## src/rtl/backend_dispatch_credit_ctrl.sv

```systemverilog
// ---------------------------------------------------------------------------------------------
// backend_dispatch_credit_ctrl
//
// Credit-based dispatch controller. Keeps one counter per execution unit (EU) holding the
// number of free IQueue entries, grants up to NUM_DISPATCH in-order dispatch requests per
// cycle against those credits, and drains all outstanding entries after a pipeline flush.
//
// Parameters:
//   NUM_DISPATCH : parallel dispatch slots, slot 0 is the oldest in program order
//   LOG2_NUM_EU  : EU index width, NUM_EU = 2**LOG2_NUM_EU
//   IQ_DEPTH     : IQueue entries per EU, counter width CW = clog2(IQ_DEPTH+1)
//
// Ports:
//   clk             : clock, all state on the rising edge
//   reset           : asynchronous active-high reset
//   req_valid_i     : per-slot dispatch request
//   req_euidx_i     : per-slot target EU, slot k at [k*LOG2_NUM_EU +: LOG2_NUM_EU]
//   grant_o         : per-slot dispatch accepted this cycle (combinational)
//   credit_return_i : one IQueue entry freed in the corresponding EU
//   flush_i         : pipeline flush, enters DRAIN and holds it while high
//   credits_o       : per-EU credit count, EU e at [e*CW +: CW]
//   draining_o      : high while in DRAIN
//   credit_err_o    : sticky credit-overflow error, cleared only by reset
//   stall_cnt_o     : cycles where slot 0 requested and was not granted
//
// Build option:
//   DISPATCH_STALL_CNT_EN : when defined, implements the saturating 32-bit stall counter;
//                           when undefined, stall_cnt_o is tied to zero.
// ---------------------------------------------------------------------------------------------
module backend_dispatch_credit_ctrl #(
    parameter int unsigned  NUM_DISPATCH = 2,
    parameter int unsigned  LOG2_NUM_EU  = 2,
    parameter int unsigned  IQ_DEPTH     = 4,
    localparam int unsigned NUM_EU       = 2 ** LOG2_NUM_EU,
    localparam int unsigned CW           = $clog2(IQ_DEPTH + 1)
) (
    input  logic                                clk,
    input  logic                                reset,
    input  logic [NUM_DISPATCH-1:0]             req_valid_i,
    input  logic [NUM_DISPATCH*LOG2_NUM_EU-1:0] req_euidx_i,
    output logic [NUM_DISPATCH-1:0]             grant_o,
    input  logic [NUM_EU-1:0]                   credit_return_i,
    input  logic                                flush_i,
    output logic [NUM_EU*CW-1:0]                credits_o,
    output logic                                draining_o,
    output logic                                credit_err_o,
    output logic [31:0]                         stall_cnt_o
);

    localparam logic [CW-1:0] DepthC = CW'(IQ_DEPTH);
    localparam logic [CW:0]   DepthX = {1'b0, DepthC};
    localparam logic [CW-1:0] CntOne = CW'(1);

    typedef enum logic [0:0] {
        StRun,
        StDrain
    } state_e;

    state_e                         state_q, state_d;
    logic [NUM_EU-1:0][CW-1:0]      credits_q, credits_d;
    logic                           err_q, err_d;

    // Per-EU count of grants issued this cycle. A grant is only issued while credits exceed
    // this count, so it never exceeds IQ_DEPTH and fits in CW bits.
    logic [NUM_EU-1:0][CW-1:0]      used;
    logic [NUM_DISPATCH-1:0]        grant;
    logic [LOG2_NUM_EU-1:0]         eu;
    logic                           blocked;

    logic [CW:0]                    sum;
    logic                           overflow;
    logic                           all_full;

    // -----------------------------------------------------------------------------------------
    // In-order grant: walk the slots oldest first; the first slot that cannot be granted
    // blocks every younger slot. Credits consumed by older slots are charged before younger
    // slots targeting the same EU are considered.
    // -----------------------------------------------------------------------------------------
    always_comb begin
        grant   = '0;
        used    = '0;
        eu      = '0;
        blocked = 1'b0;
        if ((state_q == StRun) && !flush_i && !reset) begin
            for (int unsigned k = 0; k < NUM_DISPATCH; k++) begin
                eu = req_euidx_i[k*LOG2_NUM_EU +: LOG2_NUM_EU];
                if (!blocked && req_valid_i[k] && (credits_q[eu] > used[eu])) begin
                    grant[k] = 1'b1;
                    used[eu] = used[eu] + CntOne;
                end else begin
                    blocked = 1'b1;
                end
            end
        end
    end

    // -----------------------------------------------------------------------------------------
    // Credit update: +return -grants. A return that would push a counter past IQ_DEPTH is an
    // accounting error; the counter clamps and the sticky error flag is raised.
    // -----------------------------------------------------------------------------------------
    always_comb begin
        credits_d = credits_q;
        sum       = '0;
        overflow  = 1'b0;
        all_full  = 1'b1;
        for (int unsigned e = 0; e < NUM_EU; e++) begin
            sum = {1'b0, credits_q[e]} + {{CW{1'b0}}, credit_return_i[e]} - {1'b0, used[e]};
            if (sum > DepthX) begin
                credits_d[e] = DepthC;
                overflow     = 1'b1;
            end else begin
                credits_d[e] = sum[CW-1:0];
            end
            if (credits_d[e] != DepthC) begin
                all_full = 1'b0;
            end
        end
        err_d = err_q | overflow;
    end

    // -----------------------------------------------------------------------------------------
    // RUN/DRAIN control. DRAIN exits on the edge where every counter, including this edge's
    // update, is back at IQ_DEPTH and flush is no longer asserted.
    // -----------------------------------------------------------------------------------------
    always_comb begin
        state_d = state_q;
        unique case (state_q)
            StRun: begin
                if (flush_i) begin
                    state_d = StDrain;
                end
            end
            StDrain: begin
                if (!flush_i && all_full) begin
                    state_d = StRun;
                end
            end
        endcase
    end

    always_ff @(posedge clk or posedge reset) begin
        if (reset) begin
            state_q   <= StRun;
            credits_q <= {NUM_EU{DepthC}};
            err_q     <= 1'b0;
        end else begin
            state_q   <= state_d;
            credits_q <= credits_d;
            err_q     <= err_d;
        end
    end

    assign grant_o      = grant;
    assign credits_o    = credits_q;
    assign draining_o   = (state_q == StDrain);
    assign credit_err_o = err_q;

    // -----------------------------------------------------------------------------------------
    // Optional slot-0 stall counter, saturating at all-ones.
    // -----------------------------------------------------------------------------------------
`ifdef DISPATCH_STALL_CNT_EN
    logic [31:0] stall_cnt_q, stall_cnt_d;

    always_comb begin
        stall_cnt_d = stall_cnt_q;
        if (req_valid_i[0] && !grant[0] && (stall_cnt_q != 32'hFFFF_FFFF)) begin
            stall_cnt_d = stall_cnt_q + 32'd1;
        end
    end

    always_ff @(posedge clk or posedge reset) begin
        if (reset) begin
            stall_cnt_q <= 32'd0;
        end else begin
            stall_cnt_q <= stall_cnt_d;
        end
    end

    assign stall_cnt_o = stall_cnt_q;
`else
    assign stall_cnt_o = 32'd0;
`endif

endmodule

```

## config.mk

```make
export PLATFORM = sky130hd
export DESIGN_NAME = backend_dispatch_credit_ctrl
export DESIGN_NICKNAME = d
export VERILOG_FILES = /design/src/rtl/backend_dispatch_credit_ctrl.sv
export SDC_FILE = /design/constraint.sdc
export NUM_CORES = 1
export LEC_CHECK = 0
export BUFFER_PORTS_ARGS = -buffer_cell sky130_fd_sc_hd__buf_2
export CELL_PAD_IN_SITES_DETAIL_PLACEMENT = 0
export CELL_PAD_IN_SITES_GLOBAL_PLACEMENT = 1
export CORE_UTILIZATION = 35
export DETAILED_ROUTE_END_ITERATION = 10
export PLACE_DENSITY = 0.83
export SKIP_LAST_GASP = 1
export SYNTH_ARGS = -nofsm -noshare
export SYNTH_HDL_FRONTEND = slang
export SYNTH_SLANG_ARGS = --single-unit
```

## constraint.sdc

```tcl
create_clock -name clk -period 12.48 [get_ports clk]
set_input_delay 2.496 -clock clk [delete_from_list [all_inputs] [get_ports clk]]
set_output_delay 2.496 -clock clk [all_outputs]
set_load 0.005 [all_outputs]
```

==> impl_metrics.env, run 1 <==
export IMPL_cts_resized=0
export IMPL_overflow=0
export IMPL_dpl_hpwl_um=3280
export IMPL_hold_class="reg -> reg"
export IMPL_drive_gt1_share_pct=23.3
export IMPL_p_switching_mw=0.0671
export IMPL_clock_sinks=14
export IMPL_worst_pin_slew_ns=0.524
export IMPL_synthCells=214
export IMPL_drtAntennaViolNets=0
export IMPL_crit_buf_inv=2
export IMPL_fmax_mhz=143
export IMPL_num_rows=26
export IMPL_synth_edf_count=0
export IMPL_start_util_pct=37.1
export IMPL_synth_most_common_cell="buf_4"
export IMPL_htreeDepth=1
export IMPL_wl_um=3820
export IMPL_cts_buffers=3
export IMPL_grt_pass1_wl_um=6290
export IMPL_slew_headroom_pct=65.0
export IMPL_final_hold_viol_count=0
export IMPL_place_congestion=0.810
export IMPL_crit_path_start_kind="primary input"
export IMPL_die_x_um=76.5
export IMPL_synth_common_cells="32 x buf_4, 30 x inv_1, 21 x ha_1, 11 x nor2_1, 10 x dfrtp_1"
export IMPL_first_iter_violations=64
export IMPL_p_sw_share_pct=38.6
export IMPL_rsz0062_at_grt="false"
export IMPL_io_pins=61
export IMPL_clkTransAtPathRegs_ns=0.05
export IMPL_cpMostUsedCell="nor2_1"
export IMPL_slew_violations=0
export IMPL_seqPwrFrac_pct=36.5
export IMPL_cp_cell_sequence="buf_2, nor4_4, nor3_1, nor2_2, nor2_1, ha_1, nor2_1, o31ai_4, nor2_1, buf_2"
export IMPL_post_cts_setup_buffers=0
export IMPL_post_drt_wl_per_cell_um=12.3
export IMPL_grt_max_degree=15
export IMPL_avgSynthCellArea_um2=9.07
export IMPL_synth_area_mm2=0.00194
export IMPL_die_area_mm2=0.00585
export IMPL_area_growth_pct=6.13
export IMPL_cp_arrival_ns=4.51
export IMPL_final_net_count=280
export IMPL_critPathKind="in -> out"
export IMPL_synth_top_area_share_pct=13.5
export IMPL_top_layer="met4"
export IMPL_die_y_um=76.5
export IMPL_clockPowerShare_pct=21.2
export IMPL_n_antenna_cell=0
export IMPL_setup_viol=0
export IMPL_finalCritPeriodShare_pct=56.2
export IMPL_fill_cells=547
export IMPL_met1_length_um=1730
export IMPL_cellPowerDensity_mw_per_mm2=84.4
export IMPL_cp_end_kind="output pin"
export IMPL_p_leak_nw=1.02
export IMPL_cts_tree="built"
export IMPL_yosysSeqAreaShare_pct=18.3
export IMPL_worst_path_max_delay_cell="o31ai_4"
export IMPL_ys_warn_count=0
export IMPL_first_global_vias=1328
export IMPL_dp_cells=307
export IMPL_antenna_found_initial=0
export IMPL_root_buffer="clkbuf_8"
export IMPL_wl_met2_um=1880
export IMPL_status="completed"
export IMPL_clock_skew_ns=0.000621
export IMPL_postCtsHoldBufs=0
export IMPL_pwr_share_comb_pct=42.3
export IMPL_viasPerCell=4.61
export IMPL_cts_buffer_depth=2
export IMPL_grt_usage_pct=13.5
export IMPL_io_buffers=28
export IMPL_setup_tns_ns=0
export IMPL_drt_pass1_iterations=4
export IMPL_drv_cap=0
export IMPL_synthArstFlopShare_pct=100
export IMPL_irDropWorstVdd_uv=33.9
export IMPL_met3_length_um=128
export IMPL_clock_latency_ns=0.25
export IMPL_stdcell_count=310
export IMPL_post_route_drc_count=0
export IMPL_critPathRequiredTime_ns=9.98
export IMPL_yosys_top_cells_area="ha_1 14%, dfrtp_1 13%, buf_4 12%"
export IMPL_synth_seq_cells=14
export IMPL_core_mm2=0.00524
export IMPL_yosys_area_top_type="ha_1"
export IMPL_num_vias=1430
export IMPL_max_stage_delay_ns=0.42
export IMPL_period_minus_slack_ns=7.01
export IMPL_synth_distinct_cells=45
export IMPL_cp_top_family="simple AND/OR/NAND/NOR gates"
export IMPL_p_int_mw=0.107
export IMPL_yosys_most_used_dff="dfrtp_1"
export IMPL_holdWs_ns=0.506
export IMPL_crit_fanout=9
[power by group through the flow]
stage	combinational [mW]	clock [mW]	sequential (mW)
after global placement	0.0729	0	0.0637
after CTS	0.0742	0.0373	0.0637
after detailed placement	0.0741	0	0.0642
after floorplan	0.0630	0	0.0615
final	0.0736	0.0369	0.0634
after global routing	0.0830	0.0396	0.0646
[metal layers]
metal | global-route usage, % | vias up
met5 | 0 | -
met4 | 6.15 | 0
met3 | 1.20 | 7
met2 | 23.5 | 47
met1 | 16.7 | 660
li1 | - | 716
[worst reg2reg max path: stages, from the launching register on]
cell and delay, ns:
dfrtp_1 0.43, nor4b_4 0.38, nor3_1 0.11, nor2_2 0.30, nor2_1 0.08, ha_1 0.30
nor2_1 0.17, o31ai_4 0.14, nor4b_2 0.27, mux2i_1 0.23, ha_1 0.24, inv_1 0.06
ha_1 0.17, inv_1 0.06, fa_1 0.41, xor2_1 0.21, a21oi_1 0.09, a311o_1 0.32
a311oi_1 0.30, nand4_1 0.13
[logic make-up after synthesis]
group | count (synthesis) | share of synthesized area [%]
compound gates | 35 | 14.1
xor+xnor | 8 | 3.61
fa+ha+maj | 25 | 17.7
buf+inv | 67 | 19.7
flops | 14 | 18.3
mux | 5 | 3.22
other cells | 1 | 0.193
simple gates | 59 | 23.2
[registers in the layout, indices dropped and copies added (netlist names)]
register / cells
draining_o: 1
credit_err_o: 1
credits_o: 12
[path summary, 6_finish.rpt]
check	from	to	slack [ns]	depth (start not counted)
hold reg to reg	draining_o$_DFF_PP0_	draining_o$_DFF_PP0_	0.51	1
setup / recovery	req_euidx_i[0]	grant_o[1]	5.47	10
max in group asynchronous	reset	credits_o[11]$_DFF_PP1_	9.83	2
hold / removal	draining_o$_DFF_PP0_	draining_o$_DFF_PP0_	0.51	1
min in group asynchronous	reset	credits_o[4]$_DFF_PP0_	2.29	2
setup reg to reg	credits_o[10]$_DFF_PP0_	credit_err_o$_DFF_PP0_	7.93	19
[through the flow]
step | power (mW) | worst slack [ns] | util [%] | area [um2]
final | 0.174 | 5.47 | 39.3 | 2060
after global placement | 0.137 | 5.54 | 38.5 | 2020
after detailed placement | 0.138 | 5.46 | 38.5 | 2020
after global routing | 0.187 | 5.28 | 39.3 | 2060
after floorplan | 0.125 | 5.80 | - | 2060
after CTS | 0.175 | 5.46 | 39.3 | 2060
[cell type report]
type,instances,area (um2),share of cell area (%)
sequential,14,355,17.3
multi-input combinational,164,1320,64.0
timing repair buffer,28,140,6.80
tap,70,87.6,4.25
clock buffer,3,41.3,2.00
inverter,31,116,5.65
[placed cells by master (no fill, tap or decap), types with 6 or more instances in the layout]
| cell | instances |
|---|---|
| buf_2 | 28 |
| a21oi_1 | 7 |
| nand2b_1 | 8 |
| nor2b_1 | 6 |
| inv_1 | 30 |
| nand2_1 | 8 |
| nor2_1 | 11 |
| ha_1 | 21 |
| xnor2_1 | 6 |
| nor3_1 | 7 |
| dfrtp_1 | 10 |
| conb_1 | 32 |
No activity file was read; power rests on OpenSTA's default activity.
==> inputs of run 2 (changes only) <==
PLACE_DENSITY = 0.86   (was 0.83)
clock period = 6.2 ns   (was 12.48 ns; I/O delays follow)
==> impl_metrics.env, run 2 (synthesized netlist as in run 1, its figures left out) <==
export IMPL_status="completed"
export IMPL_holdPathStages=1
export IMPL_grt_max_degree=15
export IMPL_crit_path_start_kind="primary input"
export IMPL_p_leak_nw=1.02
export IMPL_worst_path_max_delay_cell="fa_1"
export IMPL_io_buffers=28
export IMPL_drive_gt1_share_pct=23.3
export IMPL_area_growth_pct=6.13
export IMPL_overflow=0
export IMPL_clock_skew_ns=0.00141
export IMPL_irDropWorstVdd_uv=66.3
export IMPL_regArea_um2=355
export IMPL_first_iter_violations=61
export IMPL_final_hold_viol_count=0
export IMPL_max_stage_delay_ns=0.42
export IMPL_core_mm2=0.00524
export IMPL_rsz0062_at_grt="false"
export IMPL_setup_tns_ns=0
export IMPL_setup_viol=0
export IMPL_critical_path_reg2reg_startpoint="credits_o[3]$_DFF_PP0_"
export IMPL_reg2reg_slack_ns=1.74
export IMPL_cts_buffer_depth=2
export IMPL_htreeDepth=1
export IMPL_mostFrequentLayoutCell="conb_1"
export IMPL_cp_cell_sequence="buf_2, nor4b_4, nor3_1, nor2_2, nor2_1, ha_1, nor2_1, o31ai_4, nor4b_2, mux2i_1, ha_1, inv_1, ha_1, inv_1, fa_1, xor2_1, a21oi_1, a311o_1, a311oi_1, nand4_1"
export IMPL_post_route_drc_count=0
export IMPL_critPathRequiredTime_ns=6.31
export IMPL_worst_r2r_path_depth=19
export IMPL_cp_arrival_ns=5.31
export IMPL_postCtsHoldBufs=0
export IMPL_grt_pass1_wl_um=6340
export IMPL_worst_pin_slew_ns=0.499
export IMPL_die_area_mm2=0.00585
export IMPL_crit_buf_inv=3
export IMPL_slew_headroom_pct=65.9
export IMPL_crit_fanout=9
export IMPL_min_from="draining_o$_DFF_PP0_"
export IMPL_die_x_um=76.5
export IMPL_reg2reg_to="credit_err_o$_DFF_PP0_"
export IMPL_critPathKind="in -> reg"
export IMPL_cp_top_family="simple AND/OR/NAND/NOR gates"
export IMPL_cts_buffers=3
export IMPL_post_drt_wl_per_cell_um=12.1
export IMPL_viasPerCell=4.60
export IMPL_drtAntennaViolNets=0
export IMPL_layout_common_cells="32 x conb_1, 30 x inv_1, 28 x buf_2"
export IMPL_num_rows=26
export IMPL_hold_class="reg -> reg"
export IMPL_cts_tree="built"
export IMPL_cellPowerDensity_mw_per_mm2=169
export IMPL_holdWs_ns=0.555
export IMPL_final_net_count=280
export IMPL_clkTransAtPathRegs_ns=0.05
export IMPL_io_pins=61
export IMPL_post_cts_setup_buffers=0
export IMPL_finalCritPeriodShare_pct=83.9
export IMPL_path_depth=20
export IMPL_period_minus_slack_ns=5.20
export IMPL_clock_latency_ns=0.24
export IMPL_root_buffer="clkbuf_8"
export IMPL_n_antenna_cell=0
export IMPL_largest_register_ffs=12
export IMPL_drv_cap=0
export IMPL_drt_pass1_iterations=4
export IMPL_place_congestion=0.888
export IMPL_antenna_found_initial=0
export IMPL_cp_end_kind="register"
export IMPL_slew_violations=0
export IMPL_wl_um=3750
export IMPL_fill_cells=541
export IMPL_hold_end="draining_o$_DFF_PP0_"
export IMPL_fmax_mhz=192
export IMPL_die_y_um=76.5
export IMPL_cpMostUsedCell="ha_1"
export IMPL_cts_resized=0
export IMPL_start_util_pct=37.1
export IMPL_multi_input_area_mm2=0.00132
export IMPL_clock_sinks=14
export IMPL_dpl_hpwl_um=3230
export IMPL_grt_usage_pct=13.5
export IMPL_num_vias=1427
export IMPL_first_global_vias=1346
==> run 2: cell counts in the layout (fill, tap and decap cells not counted) <==
No cell type changed its count.
==> run 2: layout make-up <==
cell class / instances / area share [%]
repair buffers: 28 / 6.80
inverters: 31 / 5.65
flip-flops and latches: 14 / 17.3
multi-input cells: 164 / 64.0
clock buffers: 3 / 2.00
well taps: 70 / 4.25
==> run 2: worst max-delay path by stage <==
stage | startpoint | end
after floorplan | req_euidx_i[0] | credit_err_o$_DFF_PP0_
after global routing | req_euidx_i[0] | draining_o$_DFF_PP0_
final | req_euidx_i[0] | credit_err_o$_DFF_PP0_
after detailed placement | req_euidx_i[0] | credit_err_o$_DFF_PP0_
after global placement | req_euidx_i[0] | credit_err_o$_DFF_PP0_
after CTS | req_euidx_i[0] | credit_err_o$_DFF_PP0_
==> run 2: layer usage <==
layer	vias to the layer above	part of all wire [%]	GRT usage, %
met1	663	48	18.4
met2	38	48	22.5
met5	-	0	0
li1	724	-	-
met3	2	3.7	1.92
met4	0	0.32	2.88
==> run 2: report_power, final <==
part	internal (mW)	switching (mW)
clock	0.0428	0.0286
combinational	0.0660	0.0820
sequential	0.106	0.0219
total	0.215	0.132
==> run 2: per-stage QoR <==
step	instance area, um2	instances	setup WS (ns)	util (%)	total power [mW]
after floorplan	2060	245	1.17	-	0.251
after global placement	2020	307	0.798	38.5	0.274
after detailed placement	2020	307	0.678	38.5	0.276
after CTS	2060	310	0.950	39.3	0.350
after global routing	2060	310	0.707	39.3	0.375
final	2060	310	0.997	39.3	0.347
